[src/rtl/fetch_sequencer_pkg.sv]
// fetch_sequencer_pkg: shared state encoding and widths for the fetch sequencer
package fetch_sequencer_pkg;
  typedef enum logic [1:0] {
    RUN      = 2'd0,
    FLUSH    = 2'd1,
    WAIT_MEM = 2'd2,
    HALT     = 2'd3
  } state_t;
  localparam int BR_IMM_W  = 6;
  localparam int JMP_IMM_W = 12;
  localparam int STALL_W   = 16;
endpackage

[src/rtl/fetch_sequencer_sat_counter16.sv]
// sat_counter16: saturating up-counter with enable and synchronous clear
//   clk, rst : clock and sync active-high reset
//   en       : count this cycle
//   clr      : zero the count (wins over en)
//   count    : current value, holds at all-ones
module sat_counter16
  import fetch_sequencer_pkg::*;
#(
  parameter int W = STALL_W
) (
  input  logic         clk,
  input  logic         rst,
  input  logic         en,
  input  logic         clr,
  output logic [W-1:0] count
);
  always_ff @(posedge clk)
    if (rst || clr) count <= '0;
    else if (en && !(&count)) count <= count + 1'b1;
endmodule

[src/rtl/fetch_sequencer.sv]
// fetch_sequencer: sequences PC enable, redirects, flush bubbles, memory stalls and halt
//   inputs : clk_pi, reset_pi, clk_en_pi, decode status (branch/jump/halt + immediates),
//            mem_busy_pi, resume_pi
//   outputs: pc_en_po, branch/jump taken strobes, forwarded immediates, flush_po,
//            halted_po, fault_po, stall_count_po
module fetch_sequencer
  import fetch_sequencer_pkg::*;
#(
  parameter int FLUSH_CYCLES = 1,
  parameter int MEM_TIMEOUT  = 15
) (
  input  logic                 clk_pi,
  input  logic                 reset_pi,
  input  logic                 clk_en_pi,
  input  logic                 is_branch_pi,
  input  logic                 branch_cond_pi,
  input  logic [BR_IMM_W-1:0]  branch_immediate_pi,
  input  logic                 is_jump_pi,
  input  logic [JMP_IMM_W-1:0] jump_immediate_pi,
  input  logic                 is_halt_pi,
  input  logic                 mem_busy_pi,
  input  logic                 resume_pi,
  output logic                 pc_en_po,
  output logic                 branch_taken_po,
  output logic [BR_IMM_W-1:0]  branch_immediate_po,
  output logic                 jump_taken_po,
  output logic [JMP_IMM_W-1:0] jump_immediate_po,
  output logic                 flush_po,
  output logic                 halted_po,
  output logic                 fault_po,
  output logic [STALL_W-1:0]   stall_count_po
);
  state_t     state, state_nx;
  logic [1:0] fcnt, fcnt_nx;
  logic [7:0] wcnt, wcnt_nx;
  logic       fault, fault_nx;
  logic       pc_en, br_tk, jmp_tk, flush, stall;
  logic       act;
  assign act = clk_en_pi & ~reset_pi;
  always_comb begin
    state_nx = state;
    fcnt_nx  = fcnt;
    wcnt_nx  = wcnt;
    fault_nx = fault;
    pc_en    = 1'b0;
    br_tk    = 1'b0;
    jmp_tk   = 1'b0;
    flush    = 1'b0;
    stall    = 1'b0;
    case (state)
      RUN:
        if (is_halt_pi) state_nx = HALT;
        else if (mem_busy_pi) begin
          stall    = 1'b1;
          state_nx = WAIT_MEM;
          wcnt_nx  = 8'd1;
        end else if (is_jump_pi || (is_branch_pi && branch_cond_pi)) begin
          pc_en    = 1'b1;
          jmp_tk   = is_jump_pi;
          br_tk    = ~is_jump_pi;
          state_nx = FLUSH;
          fcnt_nx  = 2'(FLUSH_CYCLES);
        end else pc_en = 1'b1;
      FLUSH: begin
        pc_en    = 1'b1;
        flush    = 1'b1;
        fcnt_nx  = fcnt - 2'd1;
        state_nx = (fcnt <= 2'd1) ? RUN : FLUSH;
      end
      WAIT_MEM: begin
        stall = 1'b1;
        if (!mem_busy_pi) state_nx = RUN;
        else if (wcnt == 8'(MEM_TIMEOUT)) begin
          fault_nx = 1'b1;
          state_nx = HALT;
        end else wcnt_nx = wcnt + 8'd1;
      end
      default:
        if (resume_pi) begin
          state_nx = RUN;
          fault_nx = 1'b0;
        end
    endcase
  end
  always_ff @(posedge clk_pi)
    if (reset_pi) begin
      state <= RUN;
      fcnt  <= '0;
      wcnt  <= '0;
      fault <= 1'b0;
    end else if (clk_en_pi) begin
      state <= state_nx;
      fcnt  <= fcnt_nx;
      wcnt  <= wcnt_nx;
      fault <= fault_nx;
    end
  sat_counter16 #(.W(STALL_W)) u_stall (
    .clk  (clk_pi),
    .rst  (reset_pi),
    .en   (act & stall),
    .clr  (1'b0),
    .count(stall_count_po)
  );
  assign pc_en_po            = act & pc_en;
  assign branch_taken_po     = act & br_tk;
  assign jump_taken_po       = act & jmp_tk;
  assign flush_po            = act & flush;
  assign halted_po           = ~reset_pi & (state == HALT);
  assign fault_po            = fault;
  assign branch_immediate_po = branch_immediate_pi;
  assign jump_immediate_po   = jump_immediate_pi;
endmodule

[config.mk]
export PLATFORM = sky130hd
export DESIGN_NAME = fetch_sequencer
export DESIGN_NICKNAME = d
export VERILOG_FILES = /design/src/rtl/fetch_sequencer_pkg.sv /design/src/rtl/fetch_sequencer_sat_counter16.sv /design/src/rtl/fetch_sequencer.sv
export SDC_FILE = /design/constraint.sdc
export NUM_CORES = 1
export LEC_CHECK = 0
export CORE_MARGIN = 5
export CORE_UTILIZATION = 45
export DETAILED_ROUTE_END_ITERATION = 8
export GPL_TIMING_DRIVEN = 0
export HOLD_SLACK_MARGIN = 0.06
export PLACE_DENSITY = 0.94
export SYNTH_ARGS = -nofsm -noshare
export SYNTH_HDL_FRONTEND = slang
export SYNTH_SLANG_ARGS = --single-unit
[constraint.sdc]
create_clock -name clk_pi -period 3.3 [get_ports clk_pi]
set_input_delay 0.99 -clock clk_pi [delete_from_list [all_inputs] [get_ports clk_pi]]
set_output_delay 0.99 -clock clk_pi [all_outputs]
set_load 0.02 [all_outputs]
# --- Word-level counts from Yosys, hierarchy flattened ---
# Cells that the tools add are included.
word_totals:
  ff_bits: 29
  elab_cells: 82
  in_bits: 27
op_classes:
  eq_ne: 13
  bitwise_logic: 10
  order_cmp: 1
  n_reduce_logical: 15
  add_sub_neg: 3
  n_mux: 35
ops:
  columns: ["cell", "count"]
  rows:
  - ["two-way mux 8 bit", 4]
  - ["two-way mux 1 bit", 17]
  - ["adder 16 x 1 -> 16 bit (second input constant)", 1]
  - ["two-way mux 2 bit", 8]
  - ["one-hot mux 8 bit (2 select lines)", 1]
  - ["AND reduction 16 bit", 1]
  - ["inequality test 2 bit (second input constant)", 7]
  - ["AND reduction 5 bit", 2]
  - ["adder 8 x 1 -> 8 bit (second input constant)", 1]
  - ["equality test 8 x 4 -> 1 bit (second input constant)", 1]
  - ["AND 1 bit", 7]
  - ["one-hot mux 1 bit (2 select lines)", 3]
  - ["one-hot mux 2 bit (3 select lines)", 1]
  - ["AND reduction 6 bit", 1]
  - ["nonzero test 2 bit", 3]
  - ["equality test 2 bit (second input constant)", 2]
  - ["inequality test 4 bit (second input constant)", 1]
  - ["one-hot mux 2 bit (2 select lines)", 1]
  - ["AND reduction 4 bit", 1]
  - ["nonzero test 4 bit", 1]
  - ["inequality test 3 bit (second input constant)", 1]
  - ["inverter 1 bit", 3]
  - ["equality test 2 x 1 -> 1 bit (second input constant)", 1]
  - ["<= comparator 2 x 1 -> 1 bit (second input constant)", 1]
  - ["6 further kinds", 7]

# --- Longest topological paths before layout ---
# Gate-level depths: netlist of the first run.
logic_depth:
  depth_word: 7
  depth_mapped: 6
  depth_no_buf: 5

# --- Cells and area by module ---
# Synthesis of the first run repeated with hierarchy kept, for this count alone.
hier_totals:
  cells_unflattened: 220
  area_unflattened_um2: 1819.2
modules_own_cells:
  columns: ["mod", "seq_area_each_um2", "n_inst", "area_each_um2", "cells_each"]
  rows:
  - ["fetch_sequencer", 260.2, 1, 1004.7, 128]
  - ["sat_counter16", 320.3, 1, 814.5, 92]

# --- Worst setup path after synthesis of the first run ---
# OpenSTA, ideal clock, no wires.
synth_timing:
  path_kind: "input port to output port"
  start: "in clk_en_pi"
  end: "out branch_taken_po"
  required_ns: 2.310
  path_buffers: 1
  path_stages: 5
  arrival_time_ns: 1.946
  path_slack_ns: 0.364
  cell_sequence: "buf_2 > nand2b_1 > nor3_1 > nand2_1 > nor3_1"
synth_via:
  elab_chain_cells: 2
synth_lines:
  columns: ["item", "line", "rtl"]
  rows:
  - ["from (decl)", "fetch_sequencer.sv:14", "input logic clk_en_pi,"]
  - ["AND 1 bit", "fetch_sequencer.sv:39", "assign act = clk_en_pi & ~reset_pi;"]
  - ["AND 1 bit", "fetch_sequencer.sv:105", "assign branch_taken_po = act & br_tk;"]
  - ["to (decl)", "fetch_sequencer.sv:24", "output logic branch_taken_po,"]
# No other way between the ends.

# --- Final worst setup path of the first run ---
layout_timing:
  start: "in mem_busy_pi"
  end: "out pc_en_po"
layout_via:
  elab_chain_cells: 4
layout_lines:
  columns: ["item", "line", "rtl"]
  rows:
  - ["from (decl)", "fetch_sequencer.sv:21", "input logic mem_busy_pi,"]
  - ["two-way mux 1 bit", "fetch_sequencer.sv:53", "else if (mem_busy_pi) begin"]
  - ["two-way mux 1 bit", "fetch_sequencer.sv:52", "if (is_halt_pi) state_nx = HALT;"]
  - ["one-hot mux 1 bit (2 select lines)", "fetch_sequencer.sv:50", "case (state)"]
  - ["AND 1 bit", "fetch_sequencer.sv:104", "assign pc_en_po = act & pc_en;"]
  - ["to (decl)", "fetch_sequencer.sv:23", "output logic pc_en_po,"]
# No other way between the ends.

==> flow_summary.ini, run 1 <==
[run_status]
status = finished, final reports clean

[clock_tree]
cts_root_buf = clkbuf_8
path_clk_slew_ns = 0.06
cts_buffers = 5
hold_buffers = 0
insertion_delay_ns = 0.28
cts_buffer_depth = 2
htreeDepth = 2
cts_sinks = 29
cts_tree = yes

[timing]
skew_ns = 0.004458
fin_tns_setup_ns = 0
relSlewSlack = 0.5205
finalCritPeriodShare = 0.9576
worst_pin_slew_ns = 0.7138
holdWs_ns = 0.4876
fin_crit_ns = 3.160
slew_viol_final = 0
setup_viol = 0
clock.fmax_ghz = 0.3165
hold_viol = 0
rsz0062_at_grt = no

[worst_setup_path]
timing.critical_path.buf_inv = 2
crit_path_top_delay_cell = clkdlybuf4s50_1
worstPathRequired_ns = 2.31
critPathKind = input port to output port
cp_max_fo = 7
arrival_ns = 2.17
critPathLaunchType = input port
slowest_delay_ns = 0.55
crit_path_end_kind = output port
crit_chain = clkdlybuf4s50_1 -> nor2_2 -> nor2_1 -> nor3_1 -> clkbuf_2
crit_family = buffers and inverters

[routing]
remaining_drc_errors = 0
routed_wl_mm = 4.773
viasPerCell = 5.834
first_pass_iters = 4
route.vias.total = 1902
ant_nets = 0
drt_iter0_drc = 137
wl_per_cell_um = 14.64

[pwr]
finalPower_mw = 0.8060
leakagePower_nw = 0.8686
powerDensity_nw_per_um2 = 330.9
ir_drop_mv = 0.2281

[global_routing]
grt_use_total = 0.1795
grt_pass1_wl_mm = 7.617
grt_max_degree = 20
grt_pass1_vias = 1756
grt.overflow.total = 0
grt_antenna_before_repair = 0

[layout]
antennaDiodeCount = 0
final_util = 0.6507
finalInstanceArea_um2 = 2436
syn2layout_area_growth_pct = 37.79
fill_cells = 337
final_nets = 308
drive_above_1_share = 0.1583

[synth]
synth_flop_cell = dfxtp_1
synth_edf_count = 0
ys_ff_latch = 29
synth_seq_area_share = 0.3284
synth_area_um2 = 1768
synth_area_per_cell_um2 = 8.000
post_synth_num_cell_types = 49
synth_nets = 251
netlist_instances = 221
async_flop_share = 0
yosysWarningCount = 0

[place]
dpl.hpwl_mm = 3.439
place_congestion = 0.8321
io_buffers = 48
dpl_cell_area_um2 = 2308

[floorplan]
io_pins = 67
coreArea_um2 = 3744
dieArea_um2 = 5282
die_h_um = 72.68
rows = 22
die_x_um = 72.68
initial_utilization = 0.4723

[flow_run]
max_cap_violations = 0

[min_path]
min_path_type = flop to flop
==> flip-flops by register name (all words and copies together) (netlist names) <==
signal and flops:
state 2, wcnt 8, fault_po 1, u_stall.count 16
fcnt 2
==> path summary, 6_finish.rpt <==
check                                 startpoint           endpoint  slack (ns)  cells past startpoint
worst max-delay path                 mem_busy_pi           pc_en_po        0.14                      5
worst min-delay path                     wcnt[7]            wcnt[7]        0.49                      2
worst max register to register  u_stall.count[4]  u_stall.count[13]        1.12                      5
worst min register to register           wcnt[7]            wcnt[7]        0.49                      2
==> where the power goes <==
| part | total [mW] | internal, mW | switching (mW) |
|---|---|---|---|
| clock | 0.298 | 0.165 | 0.133 |
| combinational | 0.144 | 0.0681 | 0.0758 |
| sequential | 0.364 | 0.356 | 0.00737 |
==> worst reg2reg max path: cells and delay by family, from the launching register on <==
family / cells / cell delay (ns)
simple gates: 2 / 0.81
buf+inv: 1 / 0.17
compound gates: 2 / 0.82
flops: 1 / 0.32
==> area by class of cell <==
type	instances	area, um^2	share of cell area
multi-input cells	158	1015	0.4165
flip-flops and latches	29	580.6	0.2383
repair buffers	51	489.2	0.2008
plain buffers	25	175.2	0.07191
clock buffers	7	86.33	0.03544
well taps	48	60.06	0.02465
inverters	8	30.03	0.01233
==> per-stage QoR <==
step           cells  setup slack, ns
2_1_floorplan    221           0.3638
3_3_place_gp     317          -0.8537
3_5_place_dp     317          -0.8677
4_1_cts          323          0.01417
5_1_grt          326          0.09710
6_report         326           0.1399
==> Yosys cell counts, drive strengths merged (3+ instances only) <==
cell type,count,area [um^2]
o41ai,3,26.28
dfxtp,29,580.6
clkbuf,5,20.01
and3,4,25.02
nand2b,3,18.77
inv,8,30.03
a21oi,21,105.1
nand3,9,45.04
o31ai,8,60.06
nor2,13,48.80
o311ai,3,26.28
nor3,6,30.03
nand4,6,37.54
or4b,3,30.03
nor2b,3,18.77
a211oi,3,22.52
buf,21,148.9
nor4,3,18.77
o21ai,13,65.06
or2,3,18.77
ha,3,37.54
nand2,14,52.55
or3,6,37.54
or4,7,52.55
==> routing by layer <==
metal  vias to the layer above  routed length (um)  GRT usage
li1                        937                   -          -
met1                       884                2062     0.2168
met2                        71                2308     0.2996
met3                        10                 326    0.05372
met4                         0                  76    0.06557
met5                         -                   0          0
==> what timing repair did <==
item | 4_1_cts | 5_1_grt
pin swaps | 0 | 1
setup endpoints to repair | 5 | 4
setup buffers | 0 | 3
hold endpoints to repair | 0 | 0
resized for setup | 16 | 11
cloned | 0 | 0
==> cell families (layout without fill, tap and decap cells) <==
group | Yosys count | in the layout | share of synthesized area
adder cells (fa/ha/maj) | 3 | 3 | 0.02123
buffers and inverters | 34 | 91 | 0.1125
AND/OR/NAND/NOR | 86 | 86 | 0.2746
multiplexers | 4 | 4 | 0.02406
flip-flops | 29 | 29 | 0.3284
AO/OA/AOI/OAI | 65 | 65 | 0.2392
==> cell usage in the layout (no fill, tap or decap), types with 3 or more instances in the layout <==
master | synthesis | routed
o21ai_0 | 12 | 12
or4_1 | 7 | 7
nand2_1 | 14 | 14
dfxtp_1 | 29 | 29
clkbuf_8 | 0 | 6
nor4_1 | 3 | 3
nor2_1 | 13 | 12
nand4_1 | 6 | 6
o31ai_1 | 8 | 8
a21oi_1 | 21 | 21
nand3_1 | 9 | 9
or2_2 | 3 | 3
ha_1 | 3 | 3
nor3_1 | 6 | 4
clkbuf_1 | 4 | 4
or3_1 | 6 | 6
clkdlybuf4s50_1 | 0 | 41
o41ai_1 | 3 | 3
nor2b_1 | 3 | 3
a211oi_1 | 3 | 3
dlygate4sd2_1 | 0 | 3
buf_4 | 18 | 22
inv_1 | 8 | 8
and3_1 | 4 | 4
(Power assumes the default switching activity.)
==> run 2, diff against run 1 <==
--- a/config.mk
+++ b/config.mk
@@ -5,12 +5,15 @@
 export SDC_FILE = /design/constraint.sdc
 export NUM_CORES = 1
 export LEC_CHECK = 0
+export CELL_PAD_IN_SITES_DETAIL_PLACEMENT = 0
+export CELL_PAD_IN_SITES_GLOBAL_PLACEMENT = 1
 export CORE_MARGIN = 5
-export CORE_UTILIZATION = 45
+export CORE_UTILIZATION = 34
 export DETAILED_ROUTE_END_ITERATION = 8
 export GPL_TIMING_DRIVEN = 0
 export HOLD_SLACK_MARGIN = 0.06
-export PLACE_DENSITY = 0.94
+export PLACE_DENSITY = 0.95
 export SYNTH_ARGS = -nofsm -noshare
 export SYNTH_HDL_FRONTEND = slang
 export SYNTH_SLANG_ARGS = --single-unit
+export TNS_END_PERCENT = 50
==> flow_summary.ini, run 2 (same netlist as run 1, synthesis figures left out) <==
[min_path]
min_path_type = flop to flop

[pwr]
finalPower_mw = 0.9419
leakagePower_nw = 0.8803
powerDensity_nw_per_um2 = 379.4
ir_drop_mv = 0.2604

[timing]
worst_pin_slew_ns = 0.7118
rsz0062_at_grt = yes
fin_crit_ns = 3.233
slew_viol_final = 0
fin_tns_setup_ns = 0
hold_viol = 0
setup_slack_ns = 0.06746
clock.fmax_ghz = 0.3094
relSlewSlack = 0.5132
setup_viol = 0
finalCritPeriodShare = 0.9796
holdWs_ns = 0.4859
skew_ns = 0.006489

[worst_setup_path]
worstPathRequired_ns = 2.31
critPathKind = input port to output port
crit_family = buffers and inverters
timing.critical_path.buf_inv = 4
path_common_cell = dlygate4sd2_1
cp_max_fo = 10
crit_path_top_delay_cell = dlygate4sd2_1
crit_path_end_kind = output port
critPathLaunchType = input port
slowest_delay_ns = 0.37
arrival_ns = 2.24
crit_chain = dlygate4sd2_1 -> clkbuf_4 -> buf_4 -> nor2_1 -> dlygate4sd2_1

[floorplan]
die_x_um = 82.11
io_pins = 67
rows = 26
dieArea_um2 = 6742
die_h_um = 82.11
initial_utilization = 0.3484
coreArea_um2 = 5075

[layout]
finalInstanceArea_um2 = 2482
antennaDiodeCount = 0
drive_above_1_share = 0.1547
fin_cells = 348
final_nets = 307
reg_top3 = u_stall.count x16, wcnt x8
layout_commonest_cell = clkdlybuf4s50_1
fill_cells = 508
final_util = 0.4892
layout_common_cells = clkdlybuf4s50_1, dfxtp_1, a21oi_1
top_register = u_stall.count
syn2layout_area_growth_pct = 40.41
largest_register_ff_count = 16

[routing]
wl_per_cell_um = 13.18
routed_wl_mm = 4.586
drt_iter0_drc = 103
remaining_drc_errors = 0
ant_nets = 0
first_pass_iters = 4
viasPerCell = 5.483
route.vias.total = 1908

[place]
post-place-ws_ns = -0.8939
place_congestion = 0.7989
dpl.hpwl_mm = 3.472
place_inst = 339
io_buffers = 48
dpl_cell_area_um2 = 2336

[clock_tree]
path_clk_slew_ns = 0.07
cts_root_buf = clkbuf_8
cts_sinks = 29
insertion_delay_ns = 0.28
cts_buffers = 5
cts_buffer_depth = 2
htreeDepth = 2
cts_tree = yes

[global_routing]
grt_max_degree = 11
grt_pass1_vias = 1630
grt.overflow.total = 0
grt_pass1_wl_mm = 7.383
grt_antenna_before_repair = 0
grt_use_total = 0.1396

[run_status]
status = finished, final reports clean

[flow_run]
max_cap_violations = 0
==> run 2: changes by cell type in the layout (fill, tap and decap cells not counted), sizes merged <==
cell    change
bufinv      +2
clkinv      +1
buf         -1
clkbuf      -2
==> run 2: repair_timing <==
action                     CTS  global route
setup buffers                0             1
hold buffers                 0             0
resized for setup           21             4
pin swaps                    0             1
setup endpoints to repair    5             5
==> run 2: routing by layer <==
layer / part of all wire / wire, um / global-route usage
met5: 0 / 0 / 0
met4: 0.017 / 76 / 0.05482
met3: 0.072 / 328 / 0.03254
met2: 0.46 / 2108 / 0.2254
met1: 0.45 / 2073 / 0.1795
==> run 2: tightest hold or removal path, stage by stage (launching register included) <==
cell,delay (ns)
dfxtp_1,0.32
o31ai_1,0.06
a21oi_1,0.06
==> run 2: path summary, 6_finish.rpt <==
check / slack [ns] / cells after the start / endpoint / from
worst max-delay path: 0.07 / 5 / halted_po / reset_pi
worst min-delay path: 0.49 / 2 / wcnt[7] / wcnt[7]
worst max register to register: 1.07 / 5 / u_stall.count[9] / u_stall.count[4]
worst min register to register: 0.49 / 2 / wcnt[7] / wcnt[7]
==> run 2: area by class of cell <==
class | instances | area (um^2) | share of cell area
flip-flops and latches | 29 | 580.6 | 0.2339
repair buffers | 49 | 471.7 | 0.1900
inverters | 8 | 30.03 | 0.01210
clock inverters | 3 | 65.06 | 0.02621
plain buffers | 26 | 182.7 | 0.07359
well taps | 70 | 87.58 | 0.03528
clock buffers | 5 | 68.82 | 0.02772
multi-input cells | 158 | 996.0 | 0.4012
==> run 2: report_power, final <==
part	leakage, nW	switching, mW	internal [mW]
logic	0.578	0.0713	0.0660
registers	0.234	0.00678	0.356
clock network	0.0681	0.142	0.300
==> run 3, diff against run 2 <==
--- a/config.mk
+++ b/config.mk
@@ -5,14 +5,12 @@
 export SDC_FILE = /design/constraint.sdc
 export NUM_CORES = 1
 export LEC_CHECK = 0
-export CELL_PAD_IN_SITES_DETAIL_PLACEMENT = 0
-export CELL_PAD_IN_SITES_GLOBAL_PLACEMENT = 1
 export CORE_MARGIN = 5
-export CORE_UTILIZATION = 34
+export CORE_UTILIZATION = 45
 export DETAILED_ROUTE_END_ITERATION = 8
 export GPL_TIMING_DRIVEN = 0
 export HOLD_SLACK_MARGIN = 0.06
-export PLACE_DENSITY = 0.95
+export PLACE_DENSITY = 0.94
 export SYNTH_ARGS = -nofsm -noshare
 export SYNTH_HDL_FRONTEND = slang
 export SYNTH_SLANG_ARGS = --single-unit
==> results of run 3 <==
No change in the layout: final DEF, timing and power equal those of run 1.
